File: config.mk
export PLATFORM = sky130hd
export DESIGN_NAME = id_ex_pipe_reg_flat
export DESIGN_NICKNAME = d
export VERILOG_FILES = /design/src/rtl/id_ex_pipe_reg_if.sv /design/src/rtl/id_ex_pipe_reg.sv /design/src/flat_wrapper.sv
export SDC_FILE = /design/constraint.sdc
export NUM_CORES = 1
export LEC_CHECK = 0
export BUFFER_PORTS_ARGS = -buffer_cell sky130_fd_sc_hd__buf_4
export CAP_MARGIN = 10
export CORE_AREA = 2 2 150 152
export CTS_BUF_LIST = sky130_fd_sc_hd__clkbuf_8
export DETAILED_ROUTE_END_ITERATION = 7
export DIE_AREA = 0 0 152 154
export GPL_TIMING_DRIVEN = 0
export PLACE_DENSITY = 0.69
export SYNTH_ARGS = -nofsm -noshare
export SYNTH_HDL_FRONTEND = slang
export SYNTH_SLANG_ARGS = --single-unit
File: constraint.sdc
create_clock -name clk -period 5.7 [get_ports clk]
set_input_delay 0.57 -clock clk [delete_from_list [all_inputs] [get_ports clk]]
set_output_delay 0.57 -clock clk [all_outputs]
set_load 0.03 [all_outputs]
File: src/rtl/id_ex_pipe_reg_if.sv
// RV32I control-word package and the decode/execute slot interface.
// The same bundle carries the decode slot into the register and the EX slot out of it.
package rv32i_pkg;
   localparam logic [6:0] OP_LUI   = 7'b0110111;
   localparam logic [6:0] OP_AUIPC = 7'b0010111;
   localparam logic [6:0] OP_JAL   = 7'b1101111;
   localparam logic [6:0] OP_JALR  = 7'b1100111;
   localparam logic [6:0] OP_BR    = 7'b1100011;
   localparam logic [6:0] OP_LOAD  = 7'b0000011;
   localparam logic [6:0] OP_STORE = 7'b0100011;
   localparam logic [6:0] OP_IMM   = 7'b0010011;
   localparam logic [6:0] OP_REG   = 7'b0110011;
   localparam logic [6:0] OP_CSR   = 7'b1110011;

   typedef struct packed {
      logic [6:0] opcode;
      logic [2:0] funct3;
      logic [3:0] alu_op;
      logic       alu_src_imm;
      logic       load_regfile;
      logic       data_mem_read;
      logic       data_mem_write;
      logic       branch;
      logic       jump;
   } rv32i_control_word;

   // Bubble: opcode zero, no regfile or memory side effects.
   localparam rv32i_control_word CTRL_BUBBLE = '0;
endpackage

interface id_ex_pipe_reg_if #(
   parameter int XLEN = 32
);
   import rv32i_pkg::*;

   logic              valid;
   logic              ready;
   rv32i_control_word ctrl;
   logic [XLEN-1:0]   pc;
   logic [XLEN-1:0]   instr;
   logic [4:0]        rs1_idx;
   logic [4:0]        rs2_idx;
   logic [4:0]        rd_idx;
   logic [XLEN-1:0]   rs1_data;
   logic [XLEN-1:0]   rs2_data;

   modport master (
      output valid, ctrl, pc, instr,
      output rs1_idx, rs2_idx, rd_idx,
      output rs1_data, rs2_data,
      input  ready
   );

   modport slave (
      input  valid, ctrl, pc, instr,
      input  rs1_idx, rs2_idx, rd_idx,
      input  rs1_data, rs2_data,
      output ready
   );
endinterface

File: src/rtl/id_ex_pipe_reg.sv
// Decode->execute pipeline register with load-use bubble, flush and stall counter.
// Define ID_EX_WB_BYPASS_EN to forward same-cycle WB data into captured operands.
module id_ex_pipe_reg
   import rv32i_pkg::*;
#(
   parameter int XLEN  = 32,
   parameter int CNT_W = 16
) (
   input  logic             clk,
   input  logic             rst_n,
   id_ex_pipe_reg_if.slave  id,
   id_ex_pipe_reg_if.master ex,
   input  logic             wb_load,
   input  logic [4:0]       wb_rd,
   input  logic [XLEN-1:0]  wb_data,
   input  logic             flush,
   output logic             load_use_stall,
   output logic [CNT_W-1:0] stall_cycles
);

   logic              valid_q;
   rv32i_control_word ctrl_q;
   logic [XLEN-1:0]   pc_q;
   logic [XLEN-1:0]   instr_q;
   logic [4:0]        rs1_idx_q;
   logic [4:0]        rs2_idx_q;
   logic [4:0]        rd_q;
   logic [XLEN-1:0]   rs1_q;
   logic [XLEN-1:0]   rs2_q;
   logic [CNT_W-1:0]  cnt_q;

   logic            advance;
   logic            rs1_used;
   logic            rs2_used;
   logic            ex_is_load;
   logic            rs1_hit;
   logic            rs2_hit;
   logic            do_bubble;
   logic            do_capture;
   logic [XLEN-1:0] rs1_cap;
   logic [XLEN-1:0] rs2_cap;

   assign advance = !valid_q | ex.ready;

   assign rs1_used = !(id.ctrl.opcode inside
                       {OP_LUI, OP_AUIPC, OP_JAL});
   assign rs2_used = id.ctrl.opcode inside
                     {OP_BR, OP_STORE, OP_REG};

   assign ex_is_load = valid_q
                     & ctrl_q.data_mem_read
                     & ctrl_q.load_regfile
                     & (rd_q != 5'd0);

   assign rs1_hit = rs1_used & (id.rs1_idx == rd_q);
   assign rs2_hit = rs2_used & (id.rs2_idx == rd_q);

   assign load_use_stall = id.valid & ex_is_load
                         & (rs1_hit | rs2_hit);

   assign id.ready = flush | (advance & !load_use_stall);

   // Exactly one of bubble/capture/hold per edge.
   assign do_bubble  = flush
                     | (advance & (load_use_stall | !id.valid));
   assign do_capture = !flush & advance
                     & !load_use_stall & id.valid;

`ifdef ID_EX_WB_BYPASS_EN
   logic wb_hit;
   assign wb_hit  = wb_load & (wb_rd != 5'd0);
   assign rs1_cap = (wb_hit & (wb_rd == id.rs1_idx))
                  ? wb_data : id.rs1_data;
   assign rs2_cap = (wb_hit & (wb_rd == id.rs2_idx))
                  ? wb_data : id.rs2_data;
`else
   logic unused_wb;
   assign unused_wb = ^{wb_load, wb_rd, wb_data};
   assign rs1_cap   = id.rs1_data;
   assign rs2_cap   = id.rs2_data;
`endif

   always_ff @(posedge clk or negedge rst_n) begin
      if (!rst_n) begin
         valid_q   <= 1'b0;
         ctrl_q    <= CTRL_BUBBLE;
         pc_q      <= '0;
         instr_q   <= '0;
         rs1_idx_q <= '0;
         rs2_idx_q <= '0;
         rd_q      <= '0;
         rs1_q     <= '0;
         rs2_q     <= '0;
      end else begin
         unique case (1'b1)
            do_bubble: begin
               valid_q <= 1'b0;
               ctrl_q  <= CTRL_BUBBLE;
            end
            do_capture: begin
               valid_q   <= 1'b1;
               ctrl_q    <= id.ctrl;
               pc_q      <= id.pc;
               instr_q   <= id.instr;
               rs1_idx_q <= id.rs1_idx;
               rs2_idx_q <= id.rs2_idx;
               rd_q      <= id.rd_idx;
               rs1_q     <= rs1_cap;
               rs2_q     <= rs2_cap;
            end
            default: begin
            end
         endcase
      end
   end

   // Counts every hazard cycle, including stalled and flushed ones.
   always_ff @(posedge clk or negedge rst_n) begin
      if (!rst_n) begin
         cnt_q <= '0;
      end else if (load_use_stall && !(&cnt_q)) begin
         cnt_q <= cnt_q + CNT_W'(1);
      end
   end

   assign stall_cycles = cnt_q;

   assign ex.valid    = valid_q;
   assign ex.ctrl     = ctrl_q;
   assign ex.pc       = pc_q;
   assign ex.instr    = instr_q;
   assign ex.rs1_idx  = rs1_idx_q;
   assign ex.rs2_idx  = rs2_idx_q;
   assign ex.rd_idx   = rd_q;
   assign ex.rs1_data = rs1_q;
   assign ex.rs2_data = rs2_q;

endmodule

File: src/flat_wrapper.sv
// flat-port wrapper written by rule: the top's interface ports become plain ports
module id_ex_pipe_reg_flat import rv32i_pkg::*;
#(
   parameter int XLEN  = 32,
   parameter int CNT_W = 16
)
  (clk, rst_n, wb_load, wb_rd, wb_data, flush, load_use_stall, stall_cycles, id_valid, id_ctrl, id_pc, id_instr, id_rs1_idx, id_rs2_idx, id_rd_idx, id_rs1_data, id_rs2_data, id_ready, ex_valid, ex_ctrl, ex_pc, ex_instr, ex_rs1_idx, ex_rs2_idx, ex_rd_idx, ex_rs1_data, ex_rs2_data, ex_ready);
  id_ex_pipe_reg_if #(.XLEN(XLEN)) id_i ();
  id_ex_pipe_reg_if #(.XLEN(XLEN)) ex_i ();
  input  logic clk;
  input  logic rst_n;
  input  logic wb_load;
  input  logic [4:0] wb_rd;
  input  logic [XLEN-1:0] wb_data;
  input  logic flush;
  output logic load_use_stall;
  output logic [CNT_W-1:0] stall_cycles;
  input wire logic [$bits(id_i.valid)-1:0] id_valid;
  input wire logic [$bits(id_i.ctrl)-1:0] id_ctrl;
  input wire logic [$bits(id_i.pc)-1:0] id_pc;
  input wire logic [$bits(id_i.instr)-1:0] id_instr;
  input wire logic [$bits(id_i.rs1_idx)-1:0] id_rs1_idx;
  input wire logic [$bits(id_i.rs2_idx)-1:0] id_rs2_idx;
  input wire logic [$bits(id_i.rd_idx)-1:0] id_rd_idx;
  input wire logic [$bits(id_i.rs1_data)-1:0] id_rs1_data;
  input wire logic [$bits(id_i.rs2_data)-1:0] id_rs2_data;
  output wire logic [$bits(id_i.ready)-1:0] id_ready;
  output wire logic [$bits(ex_i.valid)-1:0] ex_valid;
  output wire logic [$bits(ex_i.ctrl)-1:0] ex_ctrl;
  output wire logic [$bits(ex_i.pc)-1:0] ex_pc;
  output wire logic [$bits(ex_i.instr)-1:0] ex_instr;
  output wire logic [$bits(ex_i.rs1_idx)-1:0] ex_rs1_idx;
  output wire logic [$bits(ex_i.rs2_idx)-1:0] ex_rs2_idx;
  output wire logic [$bits(ex_i.rd_idx)-1:0] ex_rd_idx;
  output wire logic [$bits(ex_i.rs1_data)-1:0] ex_rs1_data;
  output wire logic [$bits(ex_i.rs2_data)-1:0] ex_rs2_data;
  input wire logic [$bits(ex_i.ready)-1:0] ex_ready;
  assign id_i.valid = id_valid;
  assign id_i.ctrl = id_ctrl;
  assign id_i.pc = id_pc;
  assign id_i.instr = id_instr;
  assign id_i.rs1_idx = id_rs1_idx;
  assign id_i.rs2_idx = id_rs2_idx;
  assign id_i.rd_idx = id_rd_idx;
  assign id_i.rs1_data = id_rs1_data;
  assign id_i.rs2_data = id_rs2_data;
  assign id_ready = id_i.ready;
  assign ex_valid = ex_i.valid;
  assign ex_ctrl = ex_i.ctrl;
  assign ex_pc = ex_i.pc;
  assign ex_instr = ex_i.instr;
  assign ex_rs1_idx = ex_i.rs1_idx;
  assign ex_rs2_idx = ex_i.rs2_idx;
  assign ex_rd_idx = ex_i.rd_idx;
  assign ex_rs1_data = ex_i.rs1_data;
  assign ex_rs2_data = ex_i.rs2_data;
  assign ex_i.ready = ex_ready;
  id_ex_pipe_reg #(.XLEN(XLEN), .CNT_W(CNT_W)) u_core (.clk(clk), .rst_n(rst_n), .id(id_i), .ex(ex_i), .wb_load(wb_load), .wb_rd(wb_rd), .wb_data(wb_data), .flush(flush), .load_use_stall(load_use_stall), .stall_cycles(stall_cycles));
endmodule
==> results <==
- The total number of clock tree sinks is 180.
- For this run, the post-layout net count is 1027.
- The worst hold slack across all endpoints is 0.0340 ns.
- The share of cells above drive strength 1 is 0.637.
- The number of pins exceeding their max-slew limit in the final report is 0.
- The total of flip-flops plus latches after synthesis is 180.
- The number of buffers inserted by post-CTS setup repair is 0.
- The number of maximum-capacitance violations is 0.
- Along the worst path, the maximum fanout reaches 10.
- The number of vias per cell is 4.58.
- Once detail routing completed, the nets flagged for antenna violations numbered 0.
- The number of gates resized after CTS was 0.
- The max-slew headroom at the worst pin is 0.579.
- The transition time at the pin with the least slew margin is 0.632 ns.
- Synthesis handed over a netlist of 451 instances.
- Setup repair after global routing left no endpoint under its margin.
- For this run, the register share of the synthesized area comes to 0.598.
- The CTS tree is built.
- sky130_fd_sc_hd__dfrtp_1 takes more of the synthesized area than any other cell.
- CTS built an H-tree with a depth of 4.
- The share of synthesized area in the top cell type comes to 0.598.
- The number of antenna violations at the first check in global routing was 0.
- Port buffering added 349 buffers.
- The via count of the first global-routing pass was 5317.
- By area the synthesized netlist is led by sky130_fd_sc_hd__dfrtp_1, sky130_fd_sc_hd__mux2_4, sky130_fd_sc_hd__mux2_2, sky130_fd_sc_hd__mux2_1, sky130_fd_sc_hd__a22o_1.
- The die covers 0.0234 sq mm.
- The total CTS buffers is 17.
- The most frequently used flop master after synthesis is sky130_fd_sc_hd__dfrtp_1.
- IR analysis of the VDD net gives a maximum drop of 0.139 mV.
- The maximum buffer depth of the clock tree is 2.
- The root cell of the clock tree is sky130_fd_sc_hd__clkbuf_8.
- Summing every instance area after synthesis gives 0.00753 sq mm.
- The async set-reset flop share out of synthesis is 1.00.
- The analysis attributes to cell leakage a power of 5.63 nW.
- The number of warnings issued by yosys is 0.
- The fraction of the core area covered by cells at the end of the flow is 0.505.
- Detailed routing inserted a total of 5092 vias.
- The DRC violations left is 0.
- Clock latency on the worst-skew pair, taken at its later pin, is 0.47 ns.
- The register-to-register setup slack is 3.14 ns.
- In this run, synthesis inferred 0 flip-flops with an integrated enable.
- The final number of hold-violating endpoints is 0.
- The clock skew is 0.0269 ns.
- The final-layout setup total negative slack is 0 ns.
- The post-layout instance count excluding filler cells is 1113.
- 388 I/O pins were placed.
- The hold buffer count at cts is 0.
- The flow ran to the end, and the final reports show no timing, DRC or antenna violations.
- Setup violations remaining at the end of the flow were counted as 0.
- From left edge to right edge, the die measures 152 um.
- Dividing the detail-routed wire length by the instance count gives 17.6 um.
- Counting distinct cell types in the post-synthesis netlist gives 35.
- Counting cells, the worst reg-to-reg path comes to 8.
- The category of the critical setup timing path is reg -> out.
- The cell count after placement is 1081.
- The ratio of total power to cell area is 331 mW/mm^2.
- Derived from the worst setup path, the maximum achievable clock frequency is 324 MHz.
- Summed over all layers, the global routing overflow is 0.
- After clock tree synthesis, the clock-pin slew on the worst setup and hold paths is 0.10 ns.
- The post-DP HPWL is 14.7 mm.
- The startpoint of the worst-slack reg-to-reg timing path is u_core.ex.rd_idx[4]$_DFFE_PN0N_.
- The launching element of the worst setup path is u_core.ex.rd_idx[4]$_DFFE_PN0N_.
- The initial cell density of the core is 0.347.
- The final weighted congestion of routability-driven global placement is 0.755.
- The number of detailed-routing iterations run before antenna repair is 4.
- The area growth from synthesis to final layout is 45.4%.
- The standard cell core area is 0.0217 sq mm.
- At the worst endpoint, the required time is 5.13 ns.
- The worst path in the final design needs a cycle of 3.09 ns, including I/O delays and setup.
- The worst min-delay path class is in -> async.
- The arrival time reported for the critical path endpoint is 2.52 ns.
- The wire length of the first global-routing pass is 31.3 mm.
- The violation count after the first detailed-routing iteration is 177.
- The type of element launching the critical path is a flip-flop.
- The final wirelength is 19.5 mm.
- Synthesis produced a netlist with a net count of 658.
- The average cell area after synthesis is 16.7 sq um.
- The repair_antennas step left the layout with diodes totalling 0.
- Across every metal layer, demand over resource in global routing totals 0.171.
- The largest net degree at the start of global routing is 117.
- The row count is 54.
- STA classifies the critical path endpoint as an output port.
- The height of the die is 154 um.
- Dividing the final minimum period by the clock period gives 0.542.
-- worst paths after layout --
check / endpoint
max in group asynchronous: u_core.ex.rs1_idx[3]$_DFFE_PN0N_
max reg2reg: u_core.ex.instr[1]$_DFFE_PN0N_
min reg2reg: u_core.stall_cycles[5]$_DFFE_PN0P_
min in group clk: u_core.ex.valid$_DFFE_PN0P_
max: id_ready
min: u_core.ex.instr[27]$_DFFE_PN0N_
-- state kept, by name, indices dropped and copies added, names as in the netlist --
register / count
u_core.ex.instr: 32
u_core.ex.pc: 32
u_core.ex.rs1_data: 32
u_core.ex.rs2_data: 32
u_core.ex.ctrl: 20
u_core.stall_cycles: 16
u_core.ex.rd_idx: 5
u_core.ex.rs1_idx: 5
u_core.ex.rs2_idx: 5
u_core.ex.valid: 1
-- power by group --
part           leakage (nW)  internal [mW]  switching, mW
combinational          3.24          0.536          0.600
sequential             2.18           1.46          0.109
clock                 0.213          0.395          0.531
total                  5.63           2.39           1.24
-- final cells by class --
type,count,area [sq um]
Fill cell,1895,10700
Inverter,2,7.51
Buffer,21,246
Clock inverter,13,153
Tap cell,280,350
Timing Repair Buffer,350,2660
Clock buffer,19,262
Sequential cell,180,4500
Multi-Input combinational cell,248,2770
-- layer usage --
metal  wire length [um]  track usage  vias to the layer above
met5                  0            0                        -
met4                492       0.0690                        0
met3               1160       0.0423                       28
met2               9770        0.282                      205
met1               8110        0.217                     2507
li1                   -            -                     2352
-- through the flow --
| stage | total power, mW | instance area, sq um | setup WS (ns) |
|---|---|---|---|
| detailed placement | 2.74 | 10500 | 2.83 |
| global route | 3.79 | 10900 | 2.46 |
| floorplan | 2.24 | 7530 | 3.17 |
| global placement | 2.72 | 10500 | 2.85 |
| CTS | 3.68 | 10900 | 2.55 |
| finish | 3.63 | 10900 | 2.61 |
-- cells in the final DEF, fill, tap and decap left out, drive strengths merged, types with 2 or more instances in the layout --
master and instances:
buf 369, dfrtp 180, mux2 145, clkbuf 21, a22o 20, xor2 13, inv 12, xnor2 11
nand4 11, nor3 9, nand2 8, nor2 7, and3 3, and2 3, nand3 2, nand2b 2
and4 2, a21oi 2, clkinv 2
-- cell usage after synthesis (all sizes together) (2+ instances only) --
| cell | n |
|---|---|
| a21oi | 2 |
| buf | 19 |
| nor2 | 7 |
| and2 | 3 |
| xnor2 | 11 |
| nand4 | 11 |
| clkbuf | 2 |
| and3 | 3 |
| dfrtp | 180 |
| xor2 | 13 |
| inv | 2 |
| nand2 | 8 |
| mux2 | 145 |
| nor3 | 9 |
| and4 | 2 |
| nand3 | 2 |
| a22o | 20 |
| nand2b | 2 |
-- critical path: stages, from the launching register on --
cell	delay [ns]
sky130_fd_sc_hd__dfrtp_1	0.45
sky130_fd_sc_hd__xor2_1	0.19
sky130_fd_sc_hd__nor3_1	0.17
sky130_fd_sc_hd__or4b_1	0.52
sky130_fd_sc_hd__and2_4	0.21
sky130_fd_sc_hd__buf_2	0.18
sky130_fd_sc_hd__a21o_1	0.17
sky130_fd_sc_hd__buf_4	0.16
-- kinds of logic (layout without fill, tap and decap cells) --
kind of cell | after synthesis | count (layout) | synth area share
compound gates | 26 | 26 | 0.0297
fa+ha+maj | 1 | 1 | 0.00166
mux | 145 | 145 | 0.267
buf+inv | 23 | 405 | 0.0337
flops | 180 | 180 | 0.598
simple gates | 52 | 52 | 0.0419
xor+xnor | 24 | 24 | 0.0279
Note: power is estimated with default switching activity, not from simulation.
